<file path="src/rtl/disp_demux_if.sv">
// Bus bundle between a multiplexed seven-segment source and the demultiplexer.
// The slave side belongs to disp_demux.
// The master side belongs to whatever drives the display bus and reads the results.
interface disp_demux_if #(
    parameter int B = 8
);
    logic [B-1:0] sseg_in;
    logic [3:0]   an_in;
    logic [B-1:0] out0;
    logic [B-1:0] out1;
    logic [B-1:0] out2;
    logic [B-1:0] out3;
    logic [3:0]   valid;
    logic         frame_done;
    logic         err;
    logic         seq_err;

    modport slave (
        input  sseg_in,
        input  an_in,
        output out0,
        output out1,
        output out2,
        output out3,
        output valid,
        output frame_done,
        output err,
        output seq_err
    );

    modport master (
        output sseg_in,
        output an_in,
        input  out0,
        input  out1,
        input  out2,
        input  out3,
        input  valid,
        input  frame_done,
        input  err,
        input  seq_err
    );
endinterface

</file>
<file path="src/rtl/disp_demux.sv">
// Receiving end of a time-multiplexed 4-digit seven-segment bus.
// It registers the segment/anode pair and waits for STABLE identical samples.
// It then accepts the dwell and stores the segment word for the selected digit.
// It also flags illegal anode codes and checks that digits arrive in 0,1,2,3 order.
// STABLE is meaningful in the range 2..255.
module disp_demux #(
    parameter int B      = 8,
    parameter int STABLE = 4
) (
    input logic       clk,
    input logic       rst_n,
    disp_demux_if.slave bus
);

    localparam int             CW       = $clog2(STABLE + 1);
    localparam logic [CW-1:0]  STABLE_C = CW'(STABLE);

    typedef enum logic [1:0] {
        IDLE,
        EXP1,
        EXP2,
        EXP3
    } seq_state_t;

    logic [3:0]    r_sAn;
    logic [B-1:0]  r_sSeg;
    logic [CW-1:0] r_count;
    logic          r_fired;
    logic [B-1:0]  r_out0;
    logic [B-1:0]  r_out1;
    logic [B-1:0]  r_out2;
    logic [B-1:0]  r_out3;
    logic [3:0]    r_valid;
    logic          r_err;
    logic          r_frameDone;
    logic          r_seqErr;
    seq_state_t    r_state;

    logic          w_change;
    logic          w_accept;
    logic          w_isDigit;
    logic          w_isIllegal;
    logic [1:0]    w_digit;

    // A change is judged against the registered copy.
    // The counter therefore restarts on the same edge that loads the new pattern.
    assign w_change = ({bus.an_in, bus.sseg_in} != {r_sAn, r_sSeg});

    // A dwell is accepted once, on the first cycle the counter sits at STABLE.
    assign w_accept = (r_count == STABLE_C) && !r_fired;

    // Decode the registered anode code.
    // Blank (all anodes off) is neither a digit nor illegal.
    always_comb begin
        w_isDigit   = 1'b0;
        w_isIllegal = 1'b0;
        w_digit     = 2'd0;
        case (r_sAn)
            4'hE:    begin w_isDigit = 1'b1; w_digit = 2'd0; end
            4'hD:    begin w_isDigit = 1'b1; w_digit = 2'd1; end
            4'hB:    begin w_isDigit = 1'b1; w_digit = 2'd2; end
            4'h7:    begin w_isDigit = 1'b1; w_digit = 2'd3; end
            4'hF:    ;
            default: w_isIllegal = 1'b1;
        endcase
    end

    // Input stage: sample the bus once every clock.
    always_ff @(posedge clk or negedge rst_n) begin
        if (!rst_n) begin
            r_sAn  <= 4'hF;
            r_sSeg <= '0;
        end else begin
            r_sAn  <= bus.an_in;
            r_sSeg <= bus.sseg_in;
        end
    end

    // Saturating stability counter, plus a flag that blocks a second accept within one dwell.
    always_ff @(posedge clk or negedge rst_n) begin
        if (!rst_n) begin
            r_count <= '0;
            r_fired <= 1'b0;
        end else if (w_change) begin
            r_count <= CW'(1);
            r_fired <= 1'b0;
        end else begin
            if (r_count != STABLE_C) begin
                r_count <= r_count + CW'(1);
            end
            if (w_accept) begin
                r_fired <= 1'b1;
            end
        end
    end

    // Capture the accepted segment word, mark the digit valid, and pulse err on illegal codes.
    always_ff @(posedge clk or negedge rst_n) begin
        if (!rst_n) begin
            r_out0  <= '0;
            r_out1  <= '0;
            r_out2  <= '0;
            r_out3  <= '0;
            r_valid <= 4'b0000;
            r_err   <= 1'b0;
        end else begin
            r_err <= w_accept && w_isIllegal;
            if (w_accept && w_isDigit) begin
                r_valid[w_digit] <= 1'b1;
                case (w_digit)
                    2'd0:    r_out0 <= r_sSeg;
                    2'd1:    r_out1 <= r_sSeg;
                    2'd2:    r_out2 <= r_sSeg;
                    default: r_out3 <= r_sSeg;
                endcase
            end
        end
    end

    // Digit-order checker.
    // Digit 0 always starts a new frame.
    // Each state expects the next digit.
    // Any other nonzero digit aborts the frame with seq_err.
    always_ff @(posedge clk or negedge rst_n) begin
        if (!rst_n) begin
            r_state     <= IDLE;
            r_frameDone <= 1'b0;
            r_seqErr    <= 1'b0;
        end else begin
            r_frameDone <= 1'b0;
            r_seqErr    <= 1'b0;
            if (w_accept && w_isDigit) begin
                if (w_digit == 2'd0) begin
                    r_state <= EXP1;
                end else begin
                    case (r_state)
                        IDLE: r_state <= IDLE;
                        EXP1: begin
                            if (w_digit == 2'd1) begin
                                r_state <= EXP2;
                            end else begin
                                r_seqErr <= 1'b1;
                                r_state  <= IDLE;
                            end
                        end
                        EXP2: begin
                            if (w_digit == 2'd2) begin
                                r_state <= EXP3;
                            end else begin
                                r_seqErr <= 1'b1;
                                r_state  <= IDLE;
                            end
                        end
                        default: begin
                            if (w_digit == 2'd3) begin
                                r_frameDone <= 1'b1;
                            end else begin
                                r_seqErr <= 1'b1;
                            end
                            r_state <= IDLE;
                        end
                    endcase
                end
            end
        end
    end

    assign bus.out0       = r_out0;
    assign bus.out1       = r_out1;
    assign bus.out2       = r_out2;
    assign bus.out3       = r_out3;
    assign bus.valid      = r_valid;
    assign bus.frame_done = r_frameDone;
    assign bus.err        = r_err;
    assign bus.seq_err    = r_seqErr;

endmodule

</file>
<file path="src/flat_wrapper.sv">
// flat-port wrapper written by rule: the top's interface ports become plain ports
module disp_demux_flat 
#(
    parameter int B      = 8,
    parameter int STABLE = 4
)
  (clk, rst_n, bus_sseg_in, bus_an_in, bus_out0, bus_out1, bus_out2, bus_out3, bus_valid, bus_frame_done, bus_err, bus_seq_err);
  disp_demux_if #(.B(B)) bus_i ();
  input logic clk;
  input logic rst_n;
  input wire logic [$bits(bus_i.sseg_in)-1:0] bus_sseg_in;
  input wire logic [$bits(bus_i.an_in)-1:0] bus_an_in;
  output wire logic [$bits(bus_i.out0)-1:0] bus_out0;
  output wire logic [$bits(bus_i.out1)-1:0] bus_out1;
  output wire logic [$bits(bus_i.out2)-1:0] bus_out2;
  output wire logic [$bits(bus_i.out3)-1:0] bus_out3;
  output wire logic [$bits(bus_i.valid)-1:0] bus_valid;
  output wire logic [$bits(bus_i.frame_done)-1:0] bus_frame_done;
  output wire logic [$bits(bus_i.err)-1:0] bus_err;
  output wire logic [$bits(bus_i.seq_err)-1:0] bus_seq_err;
  assign bus_i.sseg_in = bus_sseg_in;
  assign bus_i.an_in = bus_an_in;
  assign bus_out0 = bus_i.out0;
  assign bus_out1 = bus_i.out1;
  assign bus_out2 = bus_i.out2;
  assign bus_out3 = bus_i.out3;
  assign bus_valid = bus_i.valid;
  assign bus_frame_done = bus_i.frame_done;
  assign bus_err = bus_i.err;
  assign bus_seq_err = bus_i.seq_err;
  disp_demux #(.B(B), .STABLE(STABLE)) u_core (.clk(clk), .rst_n(rst_n), .bus(bus_i));
endmodule
</file>
<file path="config.mk">
export PLATFORM = sky130hd
export DESIGN_NAME = disp_demux_flat
export DESIGN_NICKNAME = d
export VERILOG_FILES = /design/src/rtl/disp_demux_if.sv /design/src/rtl/disp_demux.sv /design/src/flat_wrapper.sv
export SDC_FILE = /design/constraint.sdc
export NUM_CORES = 1
export LEC_CHECK = 0
export ABC_CLOCK_PERIOD_IN_PS = 2300
export BUFFER_PORTS_ARGS = -buffer_cell sky130_fd_sc_hd__clkbuf_2
export CORE_UTILIZATION = 50
export CTS_BUF_LIST = sky130_fd_sc_hd__clkbuf_4 sky130_fd_sc_hd__clkbuf_8
export CTS_CLUSTER_DIAMETER = 200
export DETAILED_ROUTE_END_ITERATION = 8
export HOLD_SLACK_MARGIN = 0.03
export PLACE_DENSITY = 0.76
export SLEW_MARGIN = 20
export SYNTH_ARGS = -nofsm -noshare
export SYNTH_HDL_FRONTEND = slang
export SYNTH_SLANG_ARGS = --single-unit
</file>
<file path="constraint.sdc">
create_clock -name clk -period 2.3 [get_ports clk]
set_clock_uncertainty 0.05 [all_clocks]
set_input_delay 0 -clock clk [delete_from_list [all_inputs] [get_ports clk]]
set_output_delay 0 -clock clk [all_outputs]
set_load 0.02 [all_outputs]
</file>
**Word-level counts from Yosys, hierarchy flattened**

Index checks and enable logic that the tools add are counted.

- Add/sub/neg operators: 1
- Order comparisons: 2
- Equality and inequality tests: 13
- Mux-type cells: 23
- Bitwise logic cells: 2
- Reduce and logical (&&, ||, !) cells: 17

Operators with widths:

| kind | count |
|---|---|
| $eq A4 B4 Y1 const B | 4 |
| $mux W1 | 14 |
| $ne A12 B12 Y1 | 1 |
| $reduce_and A2 Y1 | 4 |
| $eq A2 B2 Y1 const B | 3 |
| $mux W2 | 3 |
| $mux W3 | 2 |
| $pmux W2 S3 | 1 |
| $reduce_or A3 Y1 | 2 |
| $reduce_or A5 Y1 | 1 |
| $eq A2 B1 Y1 const B | 2 |
| $eq A4 B3 Y1 const B | 1 |
| $logic_and A1 B1 Y1 | 4 |
| $logic_not A2 Y1 | 2 |
| $or A4 B4 Y4 | 1 |
| $pmux W2 S2 | 1 |
| $reduce_bool A2 Y1 | 2 |
| $reduce_or A4 Y1 | 1 |
| $add A3 B1 Y3 const B | 1 |
| $eq A3 B3 Y1 const B | 1 |
| $lt A2 B3 Y1 const B | 1 |
| $ne A3 B3 Y1 const B | 1 |
| $pmux W1 S3 | 1 |
| $demux W1 S2 | 1 |
| other kinds (3) | 3 |

- Flip-flop bits (word level): 57

**Depth between registers and ports, before layout**

Gate-level depths: netlist of run 1.

- Depth in word-level cells: 7
- Depth in mapped cells: 7
- Gate-level depth less buffers: 6

**Worst setup path before layout of run 1**

Ideal clock, no wire load.

- Path type: register -> register
- From: register u_core.r_count[0]
- To: register u_core.r_out3[0] (netlist: u_core.bus.out3[0])
- Data arrival time: 1678 ps
- Required time: 2125 ps
- Path slack: 447 ps
- Cell stages (with the launch flop): 8
- Clock period less this slack: 1853 ps
- Cell sequence: dfrtp_1 inv_1 ha_1 nand2_2 nor3_4 and4b_1 buf_6 mux2_2

- Word-level cells in the longest chain between the ends: 4

RTL lines:

| element | line | source |
|---|---|---|
| start, declared | disp_demux.sv:27 | `logic [CW-1:0] r_count;` |
| start signal, assigned | disp_demux.sv:89 | `r_count <= r_count + CW'(1);` |
| $eq A3 B3 Y1 | disp_demux.sv:50 | `assign w_accept = (r_count == STABLE_C) && !r_fired;` |
| $logic_and A1 B1 Y1 | disp_demux.sv:50 |  |
| $logic_and A1 B1 Y1 | disp_demux.sv:108 | `if (w_accept && w_isDigit) begin` |
| $reduce_and A2 Y1 (no line) | -- |  |
| end signal, assigned | disp_demux.sv:114 | `default: r_out3 <= r_sSeg;` |
| end, declared | disp_demux.sv:32 | `logic [B-1:0] r_out3;` |

Every way passes these cells.
A chain may end at the register's enable or synchronous reset.

**Worst setup path after layout of run 1**

- From: register u_core.r_count[0]
- To: register u_core.r_out3[4] (netlist: u_core.bus.out3[4])

The elaborated chain is that of the path after synthesis.

==> results of run 1 <==
## worst max path at each step
stage,end,startpoint
after global placement,u_core.bus.out3[0],u_core.r_count[0]
after global routing,u_core.bus.out3[4],u_core.r_count[0]
after floorplan,u_core.bus.out3[0],u_core.r_count[0]
after CTS,u_core.bus.out3[6],u_core.r_count[0]
after detailed placement,u_core.bus.out3[7],u_core.r_count[0]
final,u_core.bus.out3[4],u_core.r_count[0]
## cells in the mapped netlist, types with 2 or more instances
library cell | count | area, um2
nor2b_1 | 3 | 18.8
a21oi_1 | 2 | 10.0
nor2_1 | 5 | 18.8
nand2b_1 | 2 | 12.5
nand3_2 | 2 | 20.0
or2_2 | 2 | 12.5
nor4_1 | 3 | 18.8
inv_1 | 5 | 18.8
mux2_2 | 31 | 349
xor2_1 | 13 | 114
ha_1 | 6 | 75.1
dfstp_2 | 4 | 105
buf_2 | 2 | 10.0
nand3_1 | 5 | 25.0
nand2_1 | 3 | 11.3
dfrtp_1 | 53 | 1330
## cell families (layout without fill, tap and decap cells)
logic type	count (synthesis)	in the layout	synth area share (%)
XOR/XNOR	14	14	5.15
AND/OR/NAND/NOR	35	35	9.78
buffers and inverters	10	92	2.16
multiplexers	33	33	15.6
adder cells (fa/ha/maj)	7	7	3.58
flip-flops	57	57	60.1
AO/OA/AOI/OAI	11	11	3.63
## metrics by stage
stage          hold slack [ps]  setup WS [ps]  cells
2_1_floorplan             -346            447    167
3_3_place_gp              36.3            389    273
3_5_place_dp              48.5            290    273
4_1_cts                    235            294    301
5_1_grt                    269            157    301
6_report                   215            290    301
## registers in the layout, indices dropped and copies added, names as in the netlist
signal                 count
u_core.bus.out0            8
u_core.r_count             3
u_core.bus.frame_done      1
u_core.bus.seq_err         1
u_core.r_fired             1
u_core.bus.out3            8
u_core.bus.valid           4
u_core.r_sAn               4
u_core.r_state             2
u_core.bus.err             1
u_core.bus.out2            8
u_core.r_sSeg              8
u_core.bus.out1            8
## worst max-delay path, cell delays in order (launching register included)
cell	delay, ps
dfrtp_1	400
inv_1	70
ha_1	230
nand2_2	160
nor3_4	150
and4b_1	290
buf_4	190
mux2_2	350
## layout make-up
type	instances	share of cell area [%]
sequential	57	46.9
timing repair buffer	71	14.7
tap	52	2.13
multi-input combinational	100	29.4
clock inverter	2	0.410
inverter	6	0.739
clock buffer	13	5.66
## cell usage in the layout, fill, tap and decap left out, drive strengths merged
cell         synthesis  routed
or4b                 1       1
o311a                1       1
mux2i                1       1
nand2b               2       2
ha                   6       6
dfrtp               53      53
and4b                1       1
dfstp                4       4
clkinvlp             0       1
nor3                 2       2
a22o                 1       1
buf                  4       6
nand4                1       1
xor2                13      13
and2                 1       1
and3                 1       1
a2111oi              1       1
clkbuf               0      65
nand3                7       7
o22ai                1       1
inv                  6       6
a21oi                2       2
maj3                 1       1
nand2                4       4
o211ai               1       1
clkinv               0       1
nor2                 5       5
nor4                 4       4
a221oi               1       1
dlygate4sd3          0      13
nor2b                3       3
mux2                32      32
or2                  2       2
a2bb2oi              1       1
xnor2                1       1
o2111ai              1       1
or2b                 1       1
o2bb2ai              1       1
## routing by layer
metal | vias to the layer above | track usage [%]
met5 | - | 0
met3 | 8 | 6.13
li1 | 747 | -
met4 | 0 | 10.7
met2 | 43 | 31.9
met1 | 787 | 28.3
## power by group through the flow
| stage | sequential [mW] | combinational, mW | clock, mW |
|---|---|---|---|
| floorplan | 1.05 | 0.0381 | 0 |
| global placement | 1.05 | 0.0787 | 0 |
| detailed placement | 1.05 | 0.0793 | 0 |
| CTS | 1.04 | 0.0974 | 0.885 |
| global route | 1.04 | 0.106 | 0.926 |
| finish | 1.04 | 0.0949 | 0.860 |
==> out/results.ini, run 1 <==
[synthesis]
syn_nets=187
yosys_warnings=0
syn_area_um2=2380
synth-seq-area-share_pct=60.1
syn_inst=167
syn_avg_cell_area_um2=14.3
synth_ff_type=dfrtp_1
synth_edf_count=0
synthArstFlopShare_pct=100
synth_cell_type_count=42
ys_seq_elements=57

[global_routing]
grt_max_degree=31
overflow=0
grt_antenna_before_repair=0
grt_pass1_vias=1613
grt_pass1_wl_um=7910
grt_usage_pct=21.2

[drt]
drt-wirelength-per-cell_um=15.7
first_pass_iters=6
wl_met3_um=201
ant_nets=0
drtIter0Drc=122
routed-wl-met2_um=2240
highest_layer=met4
drt_wl_total_um=4720
drc=3
vias=1585
vias_per_cell=5.27
met1_length_um=2190

[timing]
tns_ps=0
rsz0062_at_grt=no
fin_crit_ps=2010
slew-limit-headroom_pct=51.7
fmax_mhz=498
worst_slew_pin_slew_ps=725
finalHoldViolCount=0
period_share_pct=87.4
setup_viol=0
finalMaxSlewViolations=0

[pwr]
power.internal_mw=1.55
vdd_drop_max_mv=0.470
combPwrFrac_pct=4.8
power_leakage_nw=1.62
p_clk_share_pct=43.2
total_power_mw=1.99
p_switching_mw=0.445
p_seq_share_pct=52.0
powerDensity_nw_per_um2=653
p_sw_share_pct=22.4

[setup_path]
cp_max_fo=7
start_kind=register
rr_endpoint=u_core.bus.out3[4]
rrSetupSlack_ps=290
cp.arrival_ps=2160
r2r_cells=7
r2r-start=u_core.r_count[0]
crit_type=register to register
crit_path_end_kind=register
critical_path_required_ps=2450

[placement]
place_area_um2=2730
gp_congestion=0.770
portBuffers=52
dp_hpwl_um=3200

[worst_hold_path]
hp-class=primary input to asynchronous set/reset pin

[clock_network]
h-tree-depth=3
cts_tree=done
numCtsBuffers=9
cts_hold_buf=13
post_cts_resize_count=0
clock-sinks=57
cts_root_buffer=clkbuf_8
clk_latency_ps=320
clk_path_buf_depth=2
cts.clk_slew.worst_paths_ps=60
postCtsSetupRepairBufs=0

[die]
core.rowCount=24
die_area_um2=5040
core-area_um2=4470
start_util_pct=53.2
io-pin-count=53
die-width_um=71.0
chipHeight_um=71.0

[finish]
n_antenna_cell=0
area_delta_synth_final_pct=28.1
drive_gt1_share_pct=46.6
nFillCells=326
multi_input_area_um2=897
postLayoutCoreUtil_pct=68.1
regArea_um2=1430
nNetsFinal=265
final_cell_area_um2=3050

[status]
outcome=complete, but fails checks
violations=design-rule violations

[flow_run]
cap_violations=0

(Power assumes the default switching activity.)
==> run 2, diff against run 1 <==
Settings changed: CORE_UTILIZATION 50 to 35, PLACE_DENSITY 0.76 to 0.57.
==> run 2 against run 1 <==
  * The flow still finishes with violations (design-rule violations)
  * Clock power increased by 16%
  * Final area increased by 1.8%
  * Maximum frequency decreased by 1.9%
  * Cell count increased by 9.0%
  * Sequential share of layout area decreased by 0.85 points
  * Register-to-register slack got worse by 40 ps
  * Total power increased by 7.1%
  * Non-clock buffer count increased by 1
  * Core utilization decreased by 20 points
  * Global-route usage decreased by 6.0 points
  * Critical endpoint is now u_core.bus.out3[3]
==> out/results.ini, run 2 (synthesis gave the netlist of run 1 again) <==
[status]
outcome=complete, but fails checks
violations=design-rule violations

[setup_path]
critPathBufInv=2  ; unchanged
critical_path_required_ps=2470  ; +20 ps
cp.arrival_ps=2220  ; +60 ps
start_kind=register
max_stage_delay_ps=400  ; about the same
path_cells=inv_1 > ha_1 > nand2_2 > nor3_4 > and4b_1 > buf_4 > mux2_2
cp_max_fo=7  ; unchanged
r2r_cells=7  ; unchanged
rr_endpoint=u_core.bus.out3[3]
crit_path_end_kind=register
r2r-start=u_core.r_count[0]
crit_type=register to register
crit_slowest_cell=dfrtp_1
rrSetupSlack_ps=250  ; -40 ps
critPathTopFamily=simple AND/OR/NAND/NOR gates

[clock_network]
clk_path_buf_depth=2  ; unchanged
cts.clk_slew.worst_paths_ps=60  ; about the same
clk_latency_ps=330  ; about the same
clock-sinks=57  ; unchanged
numCtsBuffers=9  ; unchanged
h-tree-depth=3  ; unchanged
post_cts_resize_count=0  ; unchanged
cts_root_buffer=clkbuf_8
cts_tree=done

[drt]
ant_nets=0  ; unchanged
first_pass_iters=6  ; unchanged
vias_per_cell=4.82  ; -8.5%
drtIter0Drc=76  ; -38%
drc=4  ; +1
vias=1580  ; -0.32%
drt_wl_total_um=5010  ; +6.2%
drt-wirelength-per-cell_um=15.3  ; -2.5%

[finish]
regArea_um2=1430  ; unchanged
multi_input_area_um2=897  ; unchanged
drive_gt1_share_pct=47.0  ; +0.43 points
area_delta_synth_final_pct=30.5
nFillCells=619  ; +90%
n_antenna_cell=0  ; unchanged
layout_commonest_cell=dfrtp_1
final_cell_mix=dfrtp_1 (53), clkbuf_2 (52), mux2_2 (31), xor2_1 (13), dlygate4sd3_1 (13)
nNetsFinal=266  ; +0.38%

[timing]
worst_slew_pin_slew_ps=851  ; +126 ps
tns_ps=0  ; unchanged
finalHoldViolCount=0  ; unchanged
fmax_mhz=488  ; -1.9%
rsz0062_at_grt=no
hold_slack_ps=267  ; +51.8 ps
fin_crit_ps=2050  ; +38.1 ps
finalMaxSlewViolations=0  ; unchanged
period_share_pct=89.0  ; +1.7 points
slew-limit-headroom_pct=43.3  ; -8.4 points
setup_viol=0  ; unchanged

[die]
core-area_um2=6460  ; +44%
io-pin-count=53  ; unchanged
die_area_um2=7130  ; +42%
core.rowCount=29  ; +21%
die-width_um=84.5  ; +19%
start_util_pct=36.8  ; -16 points
chipHeight_um=84.5  ; +19%

[flow_run]
cap_violations=0  ; unchanged

[pwr]
powerDensity_nw_per_um2=687  ; +5.2%
vdd_drop_max_mv=0.467  ; -0.51%
power_leakage_nw=1.64  ; +1.2%

[placement]
dp_hpwl_um=3400  ; +6.0%
gp_congestion=0.804  ; +4.3%
portBuffers=52  ; unchanged

[global_routing]
grt_max_degree=34  ; +9.7%
grt_antenna_before_repair=0  ; unchanged
grt_pass1_vias=1584  ; -1.8%
grt_pass1_wl_um=8100  ; +2.4%
grt_usage_pct=15.2  ; -6.0 points
overflow=0  ; unchanged

[worst_hold_path]
hp-class=primary input to asynchronous set/reset pin

## run 2: changes by cell type in the layout (fill, tap and decap cells not counted), sizes merged
cell	before	now
bufinv	0	1
clkinvlp	1	0
clkbuf	65	66
buf	6	7
## run 2: worst max path at each step
stage | depth (start not counted) | end | slack, ps | startpoint
after floorplan | 7 | u_core.bus.out3[0] | 450 | u_core.r_count[0]
after global placement | 7 | u_core.bus.out3[6] | 320 | u_core.r_count[0]
after detailed placement | 7 | u_core.bus.out3[3] | 260 | u_core.r_count[0]
after CTS | 7 | u_core.bus.out3[3] | 250 | u_core.r_count[0]
after global routing | 7 | u_core.bus.out3[1] | 140 | u_core.r_count[0]
final | 7 | u_core.bus.out3[3] | 250 | u_core.r_count[0]
## run 2: what timing repair did
item,4_1_cts,5_1_grt
hold endpoints to repair,40,0
endpoints found under the setup margin,0,0
hold buffers,13,0
buffers inserted,0,0
## run 2: power breakdown
group / internal (mW) / switching [mW]
Clock: 0.612 / 0.390
Combinational: 0.0438 / 0.0504
Sequential: 1.02 / 0.0203
## run 2: layout make-up
class / instances / share of cell area, %
Sequential cell: 57 / 46.1
Multi-Input combinational cell: 100 / 28.9
Timing Repair Buffer: 72 / 14.3
Clock buffer: 14 / 5.80
Tap cell: 77 / 3.10
Clock inverter: 2 / 1.13
Inverter: 6 / 0.725
## run 2: worst reg2reg max path, stage by stage, from the launching register on
cell     delay, ps
dfrtp_1        400
inv_1           80
ha_1           220
nand2_2        150
nor3_4         270
and4b_1        260
buf_4          160
mux2_2         340
## run 2: routing by layer
metal	vias to the layer above	routed length, um	GRT usage [%]
li1	751	-	-
met1	771	2410	20.6
met2	48	2200	21.9
met3	10	308	4.52
met4	0	93	8.78
met5	-	0	0
## run 2: through the flow
stage	util [%]	area (um2)	setup WS (ps)	total power [mW]	cells
floorplan	-	2380	447	1.08	167
global placement	42.7	2760	320	1.13	299
detailed placement	42.7	2760	260	1.13	299
CTS	48.1	3110	247	2.15	328
global route	48.1	3110	143	2.20	328
finish	48.1	3110	252	2.13	328
